[config.mk]
export PLATFORM = sky130hd
export DESIGN_NAME = operand_sequencer
export DESIGN_NICKNAME = d
export VERILOG_FILES = /design/src/rtl/operand_sequencer_pkg.sv /design/src/rtl/operand_sequencer_instr_field_decode.sv /design/src/rtl/operand_sequencer.sv
export SDC_FILE = /design/constraint.sdc
export NUM_CORES = 1
export LEC_CHECK = 0
export ABC_AREA = 1
export BUFFER_PORTS_ARGS = -buffer_cell sky130_fd_sc_hd__buf_2
export CAP_MARGIN = 40
export CORE_MARGIN = 3
export CORE_UTILIZATION = 42
export CTS_BUF_LIST = sky130_fd_sc_hd__clkbuf_8
export DETAILED_ROUTE_END_ITERATION = 10
export GPL_TIMING_DRIVEN = 0
export PLACE_DENSITY = 0.78
export SLEW_MARGIN = 20
export SYNTH_ARGS = -nofsm -noshare
export SYNTH_HDL_FRONTEND = slang
export SYNTH_SLANG_ARGS = --single-unit
[constraint.sdc]
create_clock -name clk -period 1.4 [get_ports clk]
set_input_delay 0.14 -clock clk [delete_from_list [all_inputs] [get_ports clk]]
set_output_delay 0.14 -clock clk [all_outputs]
set_load 0.01 [all_outputs]
[src/rtl/operand_sequencer_pkg.sv]
// Operand sequencer shared types and constants.
// States, opcode classes and RV32 field positions.
package operand_sequencer_pkg;

  typedef enum logic [2:0] {
    S_IDLE        = 3'd0,
    S_READ        = 3'd1,
    S_CAPTURE     = 3'd2,
    S_ISSUE       = 3'd3,
    S_WAIT_RESULT = 3'd4,
    S_WRITEBACK   = 3'd5
  } state_t;

  localparam logic [6:0] OPC_STORE  = 7'b0100011;
  localparam logic [6:0] OPC_BRANCH = 7'b1100011;

  localparam int OPC_LSB = 0;
  localparam int OPC_MSB = 6;
  localparam int RD_LSB  = 7;
  localparam int RD_MSB  = 11;
  localparam int RS1_LSB = 15;
  localparam int RS1_MSB = 19;
  localparam int RS2_LSB = 20;
  localparam int RS2_MSB = 24;

  // Stores and branches carry immediate bits in the rd slot.
  function automatic logic opc_has_rd(input logic [6:0] opc);
    return !((opc == OPC_STORE) || (opc == OPC_BRANCH));
  endfunction

endpackage

[src/rtl/operand_sequencer_instr_field_decode.sv]
// Combinational RV32 field extraction for the sequencer.
// Yields register indices and whether rd is written.
module instr_field_decode
  import operand_sequencer_pkg::*;
(
  input  logic [31:0] i_instr,
  output logic [4:0]  o_rs1,
  output logic [4:0]  o_rs2,
  output logic [4:0]  o_rd,
  output logic        o_has_rd
);

  logic [6:0] w_opcode;
  logic       w_unused;

  assign w_opcode = i_instr[OPC_MSB:OPC_LSB];
  assign o_rs1    = i_instr[RS1_MSB:RS1_LSB];
  assign o_rs2    = i_instr[RS2_MSB:RS2_LSB];
  assign o_rd     = i_instr[RD_MSB:RD_LSB];
  assign o_has_rd = opc_has_rd(w_opcode);

  assign w_unused = ^{i_instr[31:25], i_instr[14:12]};

endmodule

[src/rtl/operand_sequencer.sv]
// Single-issue operand sequencer: RF read, issue to execute,
// wait for the result and write it back. No overlap between instrs.
module operand_sequencer
  import operand_sequencer_pkg::*;
#(
  parameter int RF_READ_LATENCY   = 1,
  parameter int SUPPRESS_X0_WRITE = 1
)(
  input  logic        clk,
  input  logic        rst_n,
  input  logic        instr_valid,
  output logic        instr_ready,
  input  logic [31:0] instr,
  output logic [4:0]  rf_rs1_addr,
  output logic [4:0]  rf_rs2_addr,
  output logic [4:0]  rf_rd_addr,
  input  logic [31:0] rf_rs1_data,
  input  logic [31:0] rf_rs2_data,
  output logic        rf_write_enable,
  output logic [31:0] rf_write_data,
  output logic        op_valid,
  input  logic        op_ready,
  output logic [31:0] op_a,
  output logic [31:0] op_b,
  output logic [4:0]  op_rd,
  input  logic        result_valid,
  output logic        result_ready,
  input  logic [31:0] result_data,
  output logic        busy
);

  state_t      r_state;
  logic [1:0]  r_cnt;
  logic [4:0]  r_rs1;
  logic [4:0]  r_rs2;
  logic [4:0]  r_rd;
  logic        r_has_rd;
  logic [31:0] r_op_a;
  logic [31:0] r_op_b;
  logic        r_op_valid;
  logic        r_result_ready;
  logic        r_wr_en;
  logic [31:0] r_wr_data;
  logic        r_instr_ready;
  logic        r_busy;

  logic [4:0]  w_rs1;
  logic [4:0]  w_rs2;
  logic [4:0]  w_rd;
  logic        w_has_rd;
  logic        w_accept;
  logic        w_read_done;
  logic        w_do_write;

  instr_field_decode u_dec (
    .i_instr  (instr),
    .o_rs1    (w_rs1),
    .o_rs2    (w_rs2),
    .o_rd     (w_rd),
    .o_has_rd (w_has_rd)
  );

  assign w_accept    = instr_valid && r_instr_ready;
  assign w_read_done = (r_cnt == 2'(RF_READ_LATENCY - 1));
  assign w_do_write  = r_has_rd &&
                       !((SUPPRESS_X0_WRITE != 0) && (r_rd == 5'd0));

  always_ff @(posedge clk or negedge rst_n) begin
    if (!rst_n) begin
      r_state        <= S_IDLE;
      r_cnt          <= '0;
      r_rs1          <= '0;
      r_rs2          <= '0;
      r_rd           <= '0;
      r_has_rd       <= 1'b0;
      r_op_a         <= '0;
      r_op_b         <= '0;
      r_op_valid     <= 1'b0;
      r_result_ready <= 1'b0;
      r_wr_en        <= 1'b0;
      r_wr_data      <= '0;
      r_instr_ready  <= 1'b1;
      r_busy         <= 1'b0;
    end else begin
      unique case (r_state)
        S_IDLE: begin
          if (w_accept) begin
            r_rs1         <= w_rs1;
            r_rs2         <= w_rs2;
            r_rd          <= w_rd;
            r_has_rd      <= w_has_rd;
            r_cnt         <= '0;
            r_instr_ready <= 1'b0;
            r_busy        <= 1'b1;
            r_state       <= S_READ;
          end
        end
        S_READ: begin
          if (w_read_done) begin
            r_state <= S_CAPTURE;
          end else begin
            r_cnt <= r_cnt + 2'd1;
          end
        end
        S_CAPTURE: begin
          r_op_a     <= rf_rs1_data;
          r_op_b     <= rf_rs2_data;
          r_op_valid <= 1'b1;
          r_state    <= S_ISSUE;
        end
        S_ISSUE: begin
          if (op_ready) begin
            r_op_valid     <= 1'b0;
            r_result_ready <= 1'b1;
            r_state        <= S_WAIT_RESULT;
          end
        end
        S_WAIT_RESULT: begin
          if (result_valid) begin
            r_wr_data      <= result_data;
            r_result_ready <= 1'b0;
            if (w_do_write) begin
              r_wr_en <= 1'b1;
              r_state <= S_WRITEBACK;
            end else begin
              r_instr_ready <= 1'b1;
              r_busy        <= 1'b0;
              r_state       <= S_IDLE;
            end
          end
        end
        S_WRITEBACK: begin
          r_wr_en       <= 1'b0;
          r_instr_ready <= 1'b1;
          r_busy        <= 1'b0;
          r_state       <= S_IDLE;
        end
        default: begin
          r_state <= S_IDLE;
        end
      endcase
    end
  end

  assign instr_ready     = r_instr_ready;
  assign busy            = r_busy;
  assign rf_rs1_addr     = r_rs1;
  assign rf_rs2_addr     = r_rs2;
  assign rf_rd_addr      = r_rd;
  assign op_rd           = r_rd;
  assign op_a            = r_op_a;
  assign op_b            = r_op_b;
  assign op_valid        = r_op_valid;
  assign result_ready    = r_result_ready;
  assign rf_write_enable = r_wr_en;
  assign rf_write_data   = r_wr_data;

endmodule

==> impl_metrics.tcl <==
set metrics [dict create \
    grt_overflow_total 0 \
    design.die.area_sq_mm 0.0131 \
    rows 39 \
    path_class "flip-flop to flip-flop" \
    gr-usage-all-layers_pct 23.1 \
    drt_first_pass_iters 4 \
    total_power_w 0.0159 \
    finish.cell_count_without_fillers 964 \
    failed_checks "negative setup slack" \
    num-nets-final 944 \
    number_of_instances_in_the_synthesized_netlist 424 \
    synth_top_cells_by_area "sky130_fd_sc_hd__dfrtp_1 61%, sky130_fd_sc_hd__nand2_1 13%, sky130_fd_sc_hd__mux2_4 12%, sky130_fd_sc_hd__mux2_2 5.9%, sky130_fd_sc_hd__buf_4 1.2%" \
    dp_slack_ns -0.159 \
    max_cap_viols 0 \
    detail-route-antenna-nets 0 \
    grt_pass1_vias 4722 \
    cell_area_after_layout_sq_mm 0.00806 \
    p_int_w 0.0103 \
    clockBufferDepth 2 \
    top_cell_types_by_occurrence_after_synthesis "176 x sky130_fd_sc_hd__nand2_1, 121 x sky130_fd_sc_hd__dfrtp_1, 38 x sky130_fd_sc_hd__mux2_4, 26 x sky130_fd_sc_hd__mux2_2, 11 x sky130_fd_sc_hd__inv_1" \
    tritoncts.num_buffers 17 \
    worst_hold_path_type "input pin to flip-flop" \
    maxSlewViolCount 0 \
    crit_path_end_kind "flip-flop" \
    count_of_inserted_antenna_diode_cells 0 \
    route.detailed.wl_per_inst_um 15.8 \
    clock_skew_ns 0.00795 \
    flip_flop_cell_with_the_highest_count_after_synthesis "sky130_fd_sc_hd__dfrtp_1" \
    power_switching_w 0.00564 \
    detail_route.drc_violations 0 \
    status "finished, violations left" \
    cellLeakagePower_nw 4.45 \
    tritoncts "done" \
    setup_viol 31 \
    number_of_enable_flip_flop_cells_after_synthesis 0 \
    layout_min_cycle_time_ns 1.42 \
    multi_input_comb_area_sq_mm 0.00173 \
    chipWidth_um 115 \
    final_report_hold_violation_count 0 \
    port-buffer-count 242 \
    synth.avg_cell_area_sq_um 11.7 \
    crit_start_category "flip-flop" \
    grt_max_degree 66 \
    clock.fmax_mhz 702 \
    placedInstanceArea_sq_mm 0.00638 \
    gpl.final_weighted_congestion 0.793 \
    post_drt_via_cell_ratio 4.67 \
    synthesis_warnings 0 \
    synth_top_area_share_pct 61.1 \
    peakVddDrop_uv 1430 \
    post_synthesis_register_bit_count 122 \
    drt_iter0_drc 281 \
    placeable_core_region_sq_mm 0.0115 \
    clock_tree.root_cell "sky130_fd_sc_hd__clkbuf_8" \
    worst_setup_hold_path_clk_slew_ns 0.07 \
    die_h_um 115 \
    timing.hold.worst.start "instr[3]" \
    synth_top_area_cell "sky130_fd_sc_hd__dfrtp_1" \
    clkLatencyLatePin_ns 0.43 \
    powerDensity_mw_per_mm2 1970 \
    area_growth_syn_to_fin_pct 62.8 \
    worstPathRequired_ns 1.72 \
    cp.arrival_ns 1.74 \
    first_pass_grt_wire_length_mm 23.4 \
    yosysMostFrequentCell "sky130_fd_sc_hd__nand2_1" \
    cts.sink_count 122 \
    antenna_found_initial 0 \
    place_inst 810 \
    grt_setup_unrepaired "yes" \
    syn_nets 558 \
    routed-via-count 4498 \
    power.share.switching_pct 35.5 \
    ys_seq_area_share_pct 61.7 \
    final_layout_size_suffix_gt1_share_pct 46.9 \
    cp_max_fo 10 \
    detailedPlacementHpwl_mm 9.19 \
    starting_density_of_the_core_pct 43.2 \
    maxSlewHeadroom_pct 64.5 \
    finalWirelength_mm 15.3 \
    power_frac_comb_pct 43.4 \
    boundaryPins 254 \
    seq_power_share_pct 39.2 \
    final.setup.worst_slack_ns -0.0250 \
    syn-cell-area_sq_mm 0.00495 \
    distinct_cell_type_count_of_the_synthesized_netlist 20 \
    r2r_start "r_state[0]" \
    tightestPinTransition_ns 0.532 \
    fill_cell_count 779 \
    min_period_over_period_pct 102 \
    timing.critical_path.from "r_state[0]" \
    share_clk_of_total_power_pct 17.4 \
    regArea_sq_mm 0.00306 \
    htree_levels 4 \
    ys_async_sr_fraction_pct 100 \
]
cell type report:
class / count / area share, %
well taps: 143 / 2.22
multi-input cells: 268 / 21.5
plain buffers: 20 / 2.64
inverters: 14 / 0.745
clock inverters: 11 / 1.02
clock buffers: 19 / 3.24
flip-flops and latches: 122 / 37.9
repair buffers: 367 / 30.7
timing repair:
item,in CTS,in global routing
endpoints found under the setup margin,103,101
endpoints found under the hold margin,170,0
resized for setup,9,32
hold buffers,113,0
cloned,0,1
setup buffers,2,8
pin swaps,1,4
power groups by stage:
stage,clock [W],combinational (W),sequential [W]
after floorplan,0,0.00292,0.00686
after CTS,0.00284,0.00656,0.00616
after global routing,0.00303,0.00745,0.00639
after detailed placement,0,0.00622,0.00617
final,0.00277,0.00690,0.00622
after global placement,0,0.00604,0.00605
flip-flops by register name (all words and copies together) (netlist names):
signal,cells
op_a,32
rf_write_enable,1
r_state,3
busy,1
r_cnt,2
op_b,32
op_rd,5
op_valid,1
r_has_rd,1
instr_ready,1
rf_rs1_addr,5
rf_rs2_addr,5
result_ready,1
rf_write_data,32
layout by cell type, fill, tap and decap left out, drive strengths merged:
cell	netlist	layout
clkbuf	1	21
dfstp	1	1
nor3	1	1
mux2	64	64
inv	14	16
clkinv	0	6
nand2	177	177
buf	19	272
dfrtp	121	121
nand4	1	1
clkinvlp	0	2
dlygate4sd3	0	113
nand3	7	7
o21ai	5	5
bufinv	0	1
ha	1	1
nand3b	2	2
nor2	10	10
worst paths after layout:
kind / end / slack, ns / cells after the start
max: op_b[10] / -0.02 / 5
min: r_has_rd / 0.04 / 4
max reg2reg: op_b[10] / -0.02 / 5
min reg2reg: busy / 0.47 / 2
max in group asynchronous: instr_ready / 0.40 / 3
min in group asynchronous: op_b[4] / 0.25 / 2
routing by layer:
metal	up-vias	wire length, um	GRT usage, %
li1	2127	-	-
met1	2141	5810	24.7
met2	188	8090	41.2
met3	42	954	7.03
met4	0	422	11.0
met5	-	0	0
cell families after synthesis:
family | share of synthesized area [%]
adder cells (fa/ha/maj) | 0.253
flip-flops | 61.7
multiplexers | 17.4
AND/OR/NAND/NOR | 16.1
AO/OA/AOI/OAI | 0.505
buffers and inverters | 4.09
critical path: stages (launching register included):
cell                      delay, ns
sky130_fd_sc_hd__dfrtp_2       0.45
sky130_fd_sc_hd__nor2_4        0.15
sky130_fd_sc_hd__nand2_4       0.09
sky130_fd_sc_hd__buf_12        0.15
sky130_fd_sc_hd__buf_8         0.15
sky130_fd_sc_hd__mux2_4        0.30
per-stage QoR:
step / setup TNS [ns] / hold slack, ns / utilization (%)
6_report: -0.318 / 0.0359 / 70.3
5_1_grt: -2.71 / -0.000196 / 70.3
4_1_cts: -1.15 / 0.00107 / 68.8
3_5_place_dp: -7.38 / 0.143 / 55.6
3_3_place_gp: -152.75 / 0.334 / 55.3
2_1_floorplan: 0 / -0.156 / -
Power figures use the tool's default switching activity.
